<file path="config.mk">
export PLATFORM = sky130hd
export DESIGN_NAME = keypad_scanner_4x4
export DESIGN_NICKNAME = d
export VERILOG_FILES = /design/src/rtl/keypad_scanner_4x4.sv
export SDC_FILE = /design/constraint.sdc
export NUM_CORES = 1
export LEC_CHECK = 0
export CAP_MARGIN = 15
export CELL_PAD_IN_SITES_DETAIL_PLACEMENT = 1
export CELL_PAD_IN_SITES_GLOBAL_PLACEMENT = 1
export CORE_MARGIN = 2
export CORE_UTILIZATION = 35
export DETAILED_ROUTE_END_ITERATION = 8
export GPL_ROUTABILITY_DRIVEN = 0
export PLACE_DENSITY = 0.72
export SYNTH_ARGS = -nofsm -noshare
export SYNTH_HDL_FRONTEND = slang
export SYNTH_SLANG_ARGS = --single-unit
</file>
<file path="constraint.sdc">
create_clock -name clk -period 7.28 [get_ports clk]
set_input_delay 0.728 -clock clk [delete_from_list [all_inputs] [get_ports clk]]
set_output_delay 0.728 -clock clk [all_outputs]
set_load 0.02 [all_outputs]
</file>
<file path="src/rtl/keypad_scanner_4x4.sv">
// 4x4 matrix keypad scanner: drives one active-low column at a time, samples the rows,
// and debounces presses and releases over whole scans before reporting a hex key code.
module keypad_scanner_4x4 #(
  parameter int SCAN_DIV       = 27000,
  parameter int DEBOUNCE_SCANS = 4
) (
  input  logic       clk,
  input  logic       rst,
  input  logic [3:0] row_n,
  output logic [3:0] col_n,
  output logic [3:0] key_code,
  output logic       key_valid,
  output logic       key_held
);

  localparam int CW = (SCAN_DIV > 1) ? $clog2(SCAN_DIV) : 1;
  localparam int DW = $clog2(DEBOUNCE_SCANS + 1);
  localparam logic [CW-1:0] CNT_MAX  = CW'(SCAN_DIV - 1);
  localparam logic [DW-1:0] DCNT_MAX = DW'(DEBOUNCE_SCANS);
  localparam logic [DW-1:0] DCNT_ONE = DW'(1);

  typedef enum logic [1:0] {IDLE, PRESS_DEB, HELD, REL_DEB} state_e;

  logic [3:0]    rowMeta_q, rowSync_q;
  logic [CW-1:0] cnt_q;
  logic [1:0]    colIdx_q;
  logic [15:0]   hitMap_q, hitMap_d;
  state_e        state_q;
  logic [3:0]    cand_q, keyCode_q;
  logic [DW-1:0] dcnt_q, dcntInc_d;
  logic          keyValid_q, keyHeld_q;

  logic          tick, scanEnd, isNone, isSingle;
  logic [4:0]    hitCount;
  logic [3:0]    hitIdx, hitCode;

  function automatic logic [3:0] codeOf(input logic [3:0] idx);
    case (idx)
      4'd0:  codeOf = 4'h1;  4'd1:  codeOf = 4'h2;  4'd2:  codeOf = 4'h3;  4'd3:  codeOf = 4'hA;
      4'd4:  codeOf = 4'h4;  4'd5:  codeOf = 4'h5;  4'd6:  codeOf = 4'h6;  4'd7:  codeOf = 4'hB;
      4'd8:  codeOf = 4'h7;  4'd9:  codeOf = 4'h8;  4'd10: codeOf = 4'h9;  4'd11: codeOf = 4'hC;
      4'd12: codeOf = 4'hE;  4'd13: codeOf = 4'h0;  4'd14: codeOf = 4'hF;  default: codeOf = 4'hD;
    endcase
  endfunction

  assign tick    = (cnt_q == CNT_MAX);
  assign scanEnd = tick && (colIdx_q == 2'd3);
  assign col_n   = ~(4'b0001 << colIdx_q);

  // Hit map index is {row, column}; the current column's samples are merged in so the
  // scan-end evaluation sees all four columns including the one just finishing.
  always_comb begin
    hitMap_d = hitMap_q;
    for (int r = 0; r < 4; r++) begin
      hitMap_d[{2'(r), colIdx_q}] = ~rowSync_q[r];
    end
    hitCount = '0;
    hitIdx   = '0;
    for (int i = 0; i < 16; i++) begin
      hitCount = hitCount + 5'(hitMap_d[i]);
      if (hitMap_d[i]) hitIdx = 4'(i);
    end
    hitCode   = codeOf(hitIdx);
    isNone    = (hitCount == 5'd0);
    isSingle  = (hitCount == 5'd1);
    dcntInc_d = (dcnt_q == DCNT_MAX) ? dcnt_q : dcnt_q + DCNT_ONE;
  end

  always_ff @(posedge clk or posedge rst) begin
    if (rst) begin
      rowMeta_q <= 4'b1111;
      rowSync_q <= 4'b1111;
      cnt_q     <= '0;
      colIdx_q  <= 2'd0;
      hitMap_q  <= '0;
    end else begin
      rowMeta_q <= row_n;
      rowSync_q <= rowMeta_q;
      if (tick) begin
        cnt_q    <= '0;
        colIdx_q <= colIdx_q + 2'd1;
        hitMap_q <= scanEnd ? 16'h0000 : hitMap_d;
      end else begin
        cnt_q <= cnt_q + 1'b1;
      end
    end
  end

  always_ff @(posedge clk or posedge rst) begin
    if (rst) begin
      state_q    <= IDLE;
      cand_q     <= 4'h0;
      dcnt_q     <= '0;
      keyCode_q  <= 4'h0;
      keyValid_q <= 1'b0;
      keyHeld_q  <= 1'b0;
    end else begin
      keyValid_q <= 1'b0;
      if (scanEnd) begin
        case (state_q)
          IDLE: begin
            if (isSingle) begin
              cand_q <= hitCode;
              if (DCNT_MAX == DCNT_ONE) begin
                keyCode_q  <= hitCode;
                keyValid_q <= 1'b1;
                keyHeld_q  <= 1'b1;
                dcnt_q     <= '0;
                state_q    <= HELD;
              end else begin
                dcnt_q  <= DCNT_ONE;
                state_q <= PRESS_DEB;
              end
            end
          end
          PRESS_DEB: begin
            if (isSingle && hitCode == cand_q) begin
              if (dcntInc_d == DCNT_MAX) begin
                keyCode_q  <= cand_q;
                keyValid_q <= 1'b1;
                keyHeld_q  <= 1'b1;
                dcnt_q     <= '0;
                state_q    <= HELD;
              end else begin
                dcnt_q <= dcntInc_d;
              end
            end else if (isSingle) begin
              cand_q <= hitCode;
              dcnt_q <= DCNT_ONE;
            end else begin
              dcnt_q  <= '0;
              state_q <= IDLE;
            end
          end
          HELD: begin
            if (isNone) begin
              if (DCNT_MAX == DCNT_ONE) begin
                keyHeld_q <= 1'b0;
                dcnt_q    <= '0;
                state_q   <= IDLE;
              end else begin
                dcnt_q  <= DCNT_ONE;
                state_q <= REL_DEB;
              end
            end
          end
          REL_DEB: begin
            if (!isNone) begin
              dcnt_q  <= '0;
              state_q <= HELD;
            end else if (dcntInc_d == DCNT_MAX) begin
              keyHeld_q <= 1'b0;
              dcnt_q    <= '0;
              state_q   <= IDLE;
            end else begin
              dcnt_q <= dcntInc_d;
            end
          end
          default: state_q <= IDLE;
        endcase
      end
    end
  end

  assign key_code  = keyCode_q;
  assign key_valid = keyValid_q;
  assign key_held  = keyHeld_q;

endmodule

</file>
==> metrics.csv <==
metric,value,unit
outcome,"finished, final reports clean",
grt_pass1_wl,13300,µm
final_core_utilization,39.5,%
seq_area,1410,µm²
worstPathCellList,ha_1 -> inv_1 -> mux2i_1 -> fa_1 -> fa_1 -> inv_1 -> fa_1 -> inv_1 -> fa_1 -> inv_1 -> ha_1 -> inv_1 -> fa_1 -> a211oi_1 -> mux2i_1 -> nor4b_1 -> nand4b_1 -> nor2_1 -> and3_1 -> mux2_4,
num_vias,2521,
timing.rr.end,key_code[2],
syn_nets,381,
die_h,103,µm
fmax,156,MHz
muxShareOfSynthArea,3.83,%
drv_cap,0,
grt_pass1_vias,2619,
startpoint,colIdx_q[0],
cts.repair.resized,0,
fill_cells,1105,
finalWorstSetupSlack,0.874,ns
yosys.area_share.adder,11.2,%
ir_drop,0.0000722,V
rsz0062_at_grt,false,
cts_setup_buffers,0,
synth-async-reset-ratio,100,%
numCtsBuffers,5,
synth-compound-area-share,15.0,%
place_hpwl,6010,µm
num_rows,36,
yosysSeqAreaShare,40.8,%
cp_max_fo,21,
area_delta_synth_final,10.5,%
netlist.top_cell.by_area,dfrtp_1,
setup_tns,0,ns
fin_crit_sh,88.0,%
cp_data_required_time,7.50,ns
layout_common_cells,"dfrtp_1, inv_1, nand2_1",
p_leak,1.67,nW
critPathSlowestCell,ha_1,
yosys_register_bits,56,
drc,0,
routed_via_density,5.08,
layout-drive-gt1-share,10.7,%
whs,0.354,ns
synth_cell_types,66,
yosys_warnings,0,
grt_usage,16.4,%
endpoint,key_code[2],
cts_hold_buf,0,
synth_edf_count,0,
finalNetCount,393,
htreeDepth,2,
portBuffers,15,
die_x,103,µm
relSlewSlack,40.4,%
wl_per_cell,15.7,µm
reg2regPathDepth,20,
start_kind,register,
critPathMaxStageDelay,0.65,ns
netlist_instances,350,
initial_core_util,35.7,%
r2r_start,colIdx_q[0],
crit_type,register to register,
io_pins,16,
drv_slew,0,
worst_pin_slew,0.887,ns
final_period_minus_worst_setup_slack,6.41,ns
cts.sinks,56,
ff2ff_setup_slack,0.87,ns
coreArea,9680,µm²
syn-cell-area,3460,µm²
powerDensity,140,nW/µm²
timing_hold_violations_final,0,
grt_max_degree,57,
multi_input_area,1860,µm²
hold_class,register to register,
place_ws,0.870,ns
wl,7790,µm
antenna_found_initial,0,
dieArea,10700,µm²
synth_xor_area_share,5.53,%
synthSimpleGateAreaFrac,17.7,%
synth_top_flop_cell,dfrtp_1,
clk_pin_slew_worst_paths,0.10,ns
synth_top_cells_by_area,"dfrtp_1, dfstp_2, fa_1, ha_1, inv_1",
avgSynthCellArea,9.89,µm²
clock_path_buffers,2,
setup_viol,0,
clock_latency,0.32,ns
skew,0.00651,ns
synth_top_family_by_area,simple AND/OR/NAND/NOR gates,
cts_root_buf,clkbuf_8,
tritoncts,yes,
mostFrequentLayoutCell,dfrtp_1,
drtPass1Iterations,4,
crit_path_end_kind,register,
netlist.area_leader.share,34.7,%
drt-initial-drc-count,83,
n_antenna_cell,0,
ant_nets,0,
cp.arrival,6.62,ns
grt_remaining_overflow,0,
==> synthesized netlist by cell type, types with 3 or more instances <==
master,number
a21o_1,3
fa_1,10
ha_1,15
o21ai_0,16
inv_1,36
buf_6,4
dfrtp_1,48
clkbuf_1,4
a21oi_1,11
nand2b_1,7
xor2_1,13
nand4b_1,3
dfstp_2,8
o221ai_1,5
mux2_4,4
xnor2_1,7
nor2b_1,6
nand3_1,13
nor2_1,30
or3_1,3
o31ai_1,11
nand2_1,31
mux2i_1,5
o21ai_1,3
==> worst max-delay path: cells and delay by family, from the launching register on <==
kind                       cells  cell delay [ns]
buffers and inverters          5             0.50
AOI/OAI and AO/OA              1             0.23
DFF                            1             0.39
adders and majority gates      7             3.11
and+or+nand+nor                4             1.31
muxes                          3             0.77
==> worst min path at each step <==
stage	startpoint	endpoint	slack, ns	cells past startpoint
3_5_place_dp	rowMeta_q[1]	rowSync_q[1]	0.35	0
3_3_place_gp	rowMeta_q[1]	rowSync_q[1]	0.35	0
6_report	rowMeta_q[0]	rowSync_q[0]	0.35	0
2_1_floorplan	rowMeta_q[0]	rowSync_q[0]	0.35	0
4_1_cts	rowMeta_q[1]	rowSync_q[1]	0.36	0
5_1_grt	rowMeta_q[1]	rowSync_q[1]	0.37	0
==> power by group <==
| part | internal [mW] | switching (mW) |
|---|---|---|
| logic | 0.0136 | 0.0229 |
| clock network | 0.0772 | 0.105 |
| registers | 0.315 | 0.00268 |
| total | 0.406 | 0.130 |
==> cells by family after synthesis <==
kind of cell	count (synthesis)
buffers and inverters	47
AND/OR/NAND/NOR	118
flip-flops	56
adder cells (fa/ha/maj)	25
multiplexers	11
XOR/XNOR	21
AO/OA/AOI/OAI	72
==> metrics by stage <==
stage	power (mW)	cell area (µm²)	cells
after floorplan	0.348	3460	350
after global placement	0.360	3730	488
after detailed placement	0.361	3730	488
after CTS	0.547	3820	496
after global routing	0.560	3820	496
final	0.536	3820	496
==> final cells by class <==
type                    instances  share of cell area [%]
well taps                     133                    4.35
clock buffers                   6                    2.16
flip-flops and latches         56                    36.9
inverters                      36                    3.53
clock inverters                 2                   0.393
multi-input cells             247                    48.5
repair buffers                 16                    4.12
==> per-layer routing <==
metal	global-route usage (%)	vias up	routed length [µm]
li1	-	1220	-
met1	21.4	1263	3580
met2	27.5	27	3900
met3	2.82	11	161
met4	5.77	0	147
met5	0	-	0
==> registers in the layout, indices dropped and copies added, names as in the netlist <==
| register | count |
|---|---|
| key_valid | 1 |
| key_code | 4 |
| dcnt_q | 3 |
| rowMeta_q | 4 |
| cnt_q | 15 |
| key_held | 1 |
| rowSync_q | 4 |
| state_q | 2 |
| hitMap_q | 16 |
| colIdx_q | 2 |
| cand_q | 4 |
No activity file was read; power rests on OpenSTA's default activity.
